$ cat src/rtl/tt_sweep_pkg.sv
// Shared types and helpers for the truth-table sweeper: FSM states, row/code types,
// and the row-to-code-bit mapping (row 000 lands in the MSB).
package tt_sweep_pkg;

  typedef enum logic [1:0] {IDLE, SETTLE, SAMPLE, DONE} state_e;

  typedef logic [2:0] row_t;
  typedef logic [7:0] tt_code_t;

  localparam int unsigned NUM_ROWS = 8;

  function automatic row_t row_bit(row_t r);
    return row_t'(3'd7 - r);
  endfunction

endpackage

$ cat src/rtl/tt_settle_timer.sv
// Per-row settle counter: counts cycles while enabled and flags the last settle cycle.
module tt_settle_timer #(
  parameter int unsigned SETTLE_CYCLES = 4
) (
  input  logic clk,
  input  logic rst,
  input  logic clr,
  input  logic en,
  output logic expire
);

  localparam int unsigned CNT_W = $clog2(SETTLE_CYCLES + 1);

  logic [CNT_W-1:0] r_cnt;

  always_ff @(posedge clk) begin
    if (rst || clr) begin
      r_cnt <= '0;
    end else if (en) begin
      r_cnt <= r_cnt + CNT_W'(1);
    end
  end

  assign expire = en && (r_cnt == CNT_W'(SETTLE_CYCLES - 1));

endmodule

$ cat src/rtl/truth_table_sweeper.sv
// Sweeps a 3-input gate through all 8 rows, captures its truth-table code and compares it
// to a latched expected code. Define TRUTH_TABLE_SWEEPER_ERRLOG_EN for per-row error logging.
module truth_table_sweeper
  import tt_sweep_pkg::*;
#(
  parameter int unsigned SETTLE_CYCLES = 4
) (
  input  logic       clk,
  input  logic       rst,
  input  logic       start,
  input  logic [7:0] expected,
  output logic       busy,
  output logic       done,
  output logic       pass,
  output logic [7:0] observed,
  output logic       drv_in1,
  output logic       drv_in2,
  output logic       drv_in3,
  input  logic       dut_out
`ifdef TRUTH_TABLE_SWEEPER_ERRLOG_EN
  ,
  output logic [3:0] err_count,
  output logic [2:0] first_err_row
`endif
);

  state_e   r_state;
  row_t     r_row;
  tt_code_t r_observed;
  tt_code_t r_expected;
  logic     r_busy;
  logic     r_done;
  logic     r_pass;

  logic     w_accept;
  logic     w_expire;
  row_t     w_bit;
  tt_code_t w_obs_next;

  assign w_accept = (r_state == IDLE) && start;
  assign w_bit    = row_bit(r_row);

  // Final compare must include the row-7 bit being captured this cycle.
  always_comb begin
    w_obs_next        = r_observed;
    w_obs_next[w_bit] = dut_out;
  end

  tt_settle_timer #(
    .SETTLE_CYCLES(SETTLE_CYCLES)
  ) u_timer (
    .clk   (clk),
    .rst   (rst),
    .clr   (w_accept || (r_state == SAMPLE)),
    .en    (r_state == SETTLE),
    .expire(w_expire)
  );

  always_ff @(posedge clk) begin
    if (rst) begin
      r_state    <= IDLE;
      r_row      <= '0;
      r_observed <= '0;
      r_expected <= '0;
      r_busy     <= 1'b0;
      r_done     <= 1'b0;
      r_pass     <= 1'b0;
    end else begin
      r_done <= 1'b0;
      unique case (r_state)
        IDLE: begin
          if (start) begin
            r_expected <= expected;
            r_observed <= '0;
            r_row      <= '0;
            r_pass     <= 1'b0;
            r_busy     <= 1'b1;
            r_state    <= SETTLE;
          end
        end
        SETTLE: begin
          if (w_expire) r_state <= SAMPLE;
        end
        SAMPLE: begin
          r_observed <= w_obs_next;
          if (r_row == row_t'(NUM_ROWS - 1)) begin
            r_busy  <= 1'b0;
            r_done  <= 1'b1;
            r_pass  <= (w_obs_next == r_expected);
            r_state <= DONE;
          end else begin
            r_row   <= r_row + 3'd1;
            r_state <= SETTLE;
          end
        end
        DONE:    r_state <= IDLE;
        default: r_state <= IDLE;
      endcase
    end
  end

  assign busy     = r_busy;
  assign done     = r_done;
  assign pass     = r_pass;
  assign observed = r_observed;
  assign {drv_in1, drv_in2, drv_in3} = r_row;

`ifdef TRUTH_TABLE_SWEEPER_ERRLOG_EN
  logic [3:0] r_err_count;
  row_t       r_first_err_row;

  always_ff @(posedge clk) begin
    if (rst || w_accept) begin
      r_err_count     <= '0;
      r_first_err_row <= '0;
    end else if ((r_state == SAMPLE) && (dut_out != r_expected[w_bit])) begin
      r_err_count <= r_err_count + 4'd1;
      if (r_err_count == 4'd0) r_first_err_row <= r_row;
    end
  end

  assign err_count     = r_err_count;
  assign first_err_row = r_first_err_row;
`endif

endmodule

$ cat config.mk
export PLATFORM = sky130hd
export DESIGN_NAME = truth_table_sweeper
export DESIGN_NICKNAME = d
export VERILOG_FILES = /design/src/rtl/tt_sweep_pkg.sv /design/src/rtl/tt_settle_timer.sv /design/src/rtl/truth_table_sweeper.sv
export SDC_FILE = /design/constraint.sdc
export NUM_CORES = 1
export LEC_CHECK = 0
export BUFFER_PORTS_ARGS = -buffer_cell sky130_fd_sc_hd__buf_2
export CORE_MARGIN = 2
export CORE_UTILIZATION = 54
export CTS_BUF_LIST = sky130_fd_sc_hd__clkbuf_4 sky130_fd_sc_hd__clkbuf_8 sky130_fd_sc_hd__clkbuf_16
export DETAILED_ROUTE_END_ITERATION = 10
export GPL_TIMING_DRIVEN = 0
export PLACE_DENSITY = 0.78
export SLEW_MARGIN = 20
export SYNTH_ARGS = -nofsm -noshare
export SYNTH_HDL_FRONTEND = slang
export SYNTH_SLANG_ARGS = --single-unit
$ cat constraint.sdc
create_clock -name clk -period 2.3 [get_ports clk]
set_input_delay 0.345 -clock clk [delete_from_list [all_inputs] [get_ports clk]]
set_output_delay 0.345 -clock clk [all_outputs]
set_load 0.005 [all_outputs]
==> metrics <==
status=completed; Rows=18; top_reg_cell synth=dfxtp_1; Slew Limit Fails=0; register-to-register setup slack=between 0.3 and 0.4 ns; Async S/R FF share, synth=0%; leakage power of the design=a little under 0.8 nW; hold_buf cts=0; initial cell density of the core=56.7%; min Tclk post-route=between 1.5 and 2 ns; CTS H-tree depth=1; Worst-path clk slew=roughly 0.15 ns; syn nets=about 170; Clock Path Buffers=2; RePlAce Congestion=~0.8; Num CTS Buffers=3; switching fraction of total power=approximately 26%; register area share after synthesis=roughly 39%; crit path max fanout=9; Peak VDD IR=between 300 and 400 µV; CTS tree=yes; number of setup buffers added after CTS=0; ant diodes=0; combinational power share=11.3%; Pint=approximately 600 µW; number of I/O port buffers=24; Die Wd=~55 µm; drt drc=0; endpoints failing hold=0; Mapped Area=0.00139 mm²; Peak Freq=approximately 520 MHz; Design Area, Final=between 0.0015 and 0.002 mm²; Tcrit/Tclk final=~84%; final setup fails=0; CP Capture Type=flip-flop; Setup Crit Path Kind=flip-flop to flip-flop; Clock Sinks=27; Global Route Usage Sum=between 20 and 25%; Min Hold Slack=0.240 ns; Startpoint Class=flip-flop; RR Endpoint=pass; DRT antenna net count=0; area grow syn2layout=13.3%; IO Count=26; Power Total=between 700 and 800 µW; largest net degree at the start of global routing=16; yosys warns=0; drt initial violations=13; FF+latch count, synth=27; Die Ht=~55 µm; slew margin rel.=64.3%; Crit Reg-Reg Startpoint=r_row[1]; placed cell areas=roughly 0.0016 mm²; antenna violations before repair=0; Core Region=approximately 0.0025 mm²; Clk Latency, worst-skew pair=around 0.33 ns; multi-input logic area=roughly 800 µm²; Tightest Hold Check Type=primary input to flip-flop; synthesized netlist cell count=roughly 150; die area=0.00300 mm²; vias in the first global route=1115; Data arrival, critical path=approximately 2.2 ns; Power Density=between 500 and 600 mW/mm²; Final Skew=just under 0.007 ns; global route overflow=0; worst r2r path cells=6; Hold Crit Endpoint=r_expected[1]; Worst-Margin Slew=~0.53 ns; # fillers=between 200 and 250; via/cell ratio=5.45; syn_area_per_cell=~9.2 µm²; total wire length=roughly 2800 µm; CP required=roughly 2.5 ns; RSZ-0062 raised after global routing=false; # resized after CTS=0; Post-DP HPWL=about 2200 µm; hold path startpoint=expected[1]; Setup WS post-layout=0.366 ns; CTS Root Cell=clkbuf_4; nets@finish=a little under 200; synth unique cells=31; DR vias=between 1000 and 1500; Setup WS pre-CTS=0.375 ns; Post-synth EDFFs=0; post-DR wirelength/cell=~13 µm; setup tns final=0 ns; sw power=203 µW; Seq. cell area=between 500 and 600 µm²; clock power share=26.1%; MaxCap Viol Count=0; drt first pass iters=4; Hold Path Depth=3; sequential power share=between 60% and 70%; first-pass GRT wire length=between 4000 and 5000 µm; ratio of cells with drive above 1 in the final layout=between 20 and 25%
[stage by stage]
step,utilization [%],cells
finish,64.3,210
global route,64.3,210
CTS,64.3,210
detailed placement,63.1,206
global placement,63.1,206
floorplan,-,152
[area by class of cell]
cell class | instances | area share (%)
clock buffers | 3 | 1.43
well taps | 30 | 2.38
inverters | 3 | 0.714
clock inverters | 1 | 0.317
multi-input cells | 113 | 49.5
repair buffers | 24 | 7.61
plain buffers | 9 | 3.81
flip-flops and latches | 27 | 34.3
[worst max-delay path, stage by stage, from the launching register on]
cell     delay (ns)
dfxtp_1        0.40
buf_6          0.16
nor3b_1        0.38
mux2i_1        0.26
xor2_1         0.16
nand4_1        0.13
o41ai_2        0.36
[logic make-up after synthesis]
group	share of synthesized area, %
buffers and inverters	5.12
AND/OR/NAND/NOR	22.6
XOR/XNOR	5.66
multiplexers	12.2
AO/OA/AOI/OAI	12.0
adder cells (fa/ha/maj)	3.59
flip-flops	38.8
[layout by cell type, fill, tap and decap left out]
master    synthesis  final
buf_2             3     27
dfxtp_1          27     27
nor2_1           20     20
mux2i_1          17     17
nand2_1          17     17
o21ai_0          10     10
xor2_1            7      7
nor3b_1           5      5
a21oi_1           5      5
ha_1              4      4
inv_1             3      3
clkbuf_1          3      3
buf_6             3      3
nand3b_1          3      3
a22o_1            3      3
nand3_1           3      3
clkbuf_4          0      3
xnor2_1           2      2
and2_1            2      2
a22oi_1           2      2
nand3b_4          2      2
o21bai_1          1      1
or3_1             1      1
nand2b_1          1      1
nor3b_4           1      1
a211oi_1          1      1
nor3_1            1      1
nand4_1           1      1
o31a_1            1      1
nor2b_1           1      1
o41ai_2           1      1
a22o_2            1      1
clkinv_2          0      1
[cell usage after synthesis (2+ instances only)]
cell type	number	area, µm²
dfxtp_1	27	541
nor2_1	20	75.1
mux2i_1	17	170
nand2_1	17	63.8
o21ai_0	10	50.1
xor2_1	7	61.3
a21oi_1	5	25.0
nor3b_1	5	37.5
ha_1	4	50.1
a22o_1	3	26.3
buf_2	3	15.0
buf_6	3	33.8
clkbuf_1	3	11.3
inv_1	3	11.3
nand3_1	3	15.0
nand3b_1	3	22.5
a22oi_1	2	15.0
and2_1	2	12.5
nand3b_4	2	40.0
xnor2_1	2	17.5
[worst max-delay path by stage]
stage | startpoint | cells past startpoint | slack (ns) | endpoint
6_report | r_row[1] | 6 | 0.37 | pass
3_5_place_dp | r_row[1] | 6 | 0.38 | pass
2_1_floorplan | r_row[1] | 6 | 0.57 | pass
5_1_grt | r_row[1] | 6 | 0.21 | pass
3_3_place_gp | r_row[1] | 6 | 0.41 | pass
4_1_cts | r_row[1] | 6 | 0.34 | pass
[registers in the layout, summed over array words and instances, names as in the netlist]
signal	cells
u_timer.r_cnt	3
r_expected	8
done	1
r_row	3
busy	1
pass	1
r_state	2
observed	8
[power groups by stage]
| stage | combinational [mW] | clock [mW] | sequential [mW] |
|---|---|---|---|
| floorplan | 0.0644 | 0 | 0.503 |
| global placement | 0.0849 | 0 | 0.504 |
| detailed placement | 0.0890 | 0 | 0.505 |
| CTS | 0.0894 | 0.210 | 0.495 |
| global route | 0.101 | 0.227 | 0.497 |
| finish | 0.0890 | 0.206 | 0.495 |
[routing by layer]
| metal | vias up | GRT usage, % | routed length, µm |
|---|---|---|---|
| li1 | 582 | - | - |
| met1 | 530 | 27.7 | 1280 |
| met2 | 25 | 38.5 | 1340 |
| met3 | 7 | 3.28 | 115 |
| met4 | 0 | 9.17 | 50 |
| met5 | - | 0 | 0 |
No activity file was read; power rests on OpenSTA's default activity.
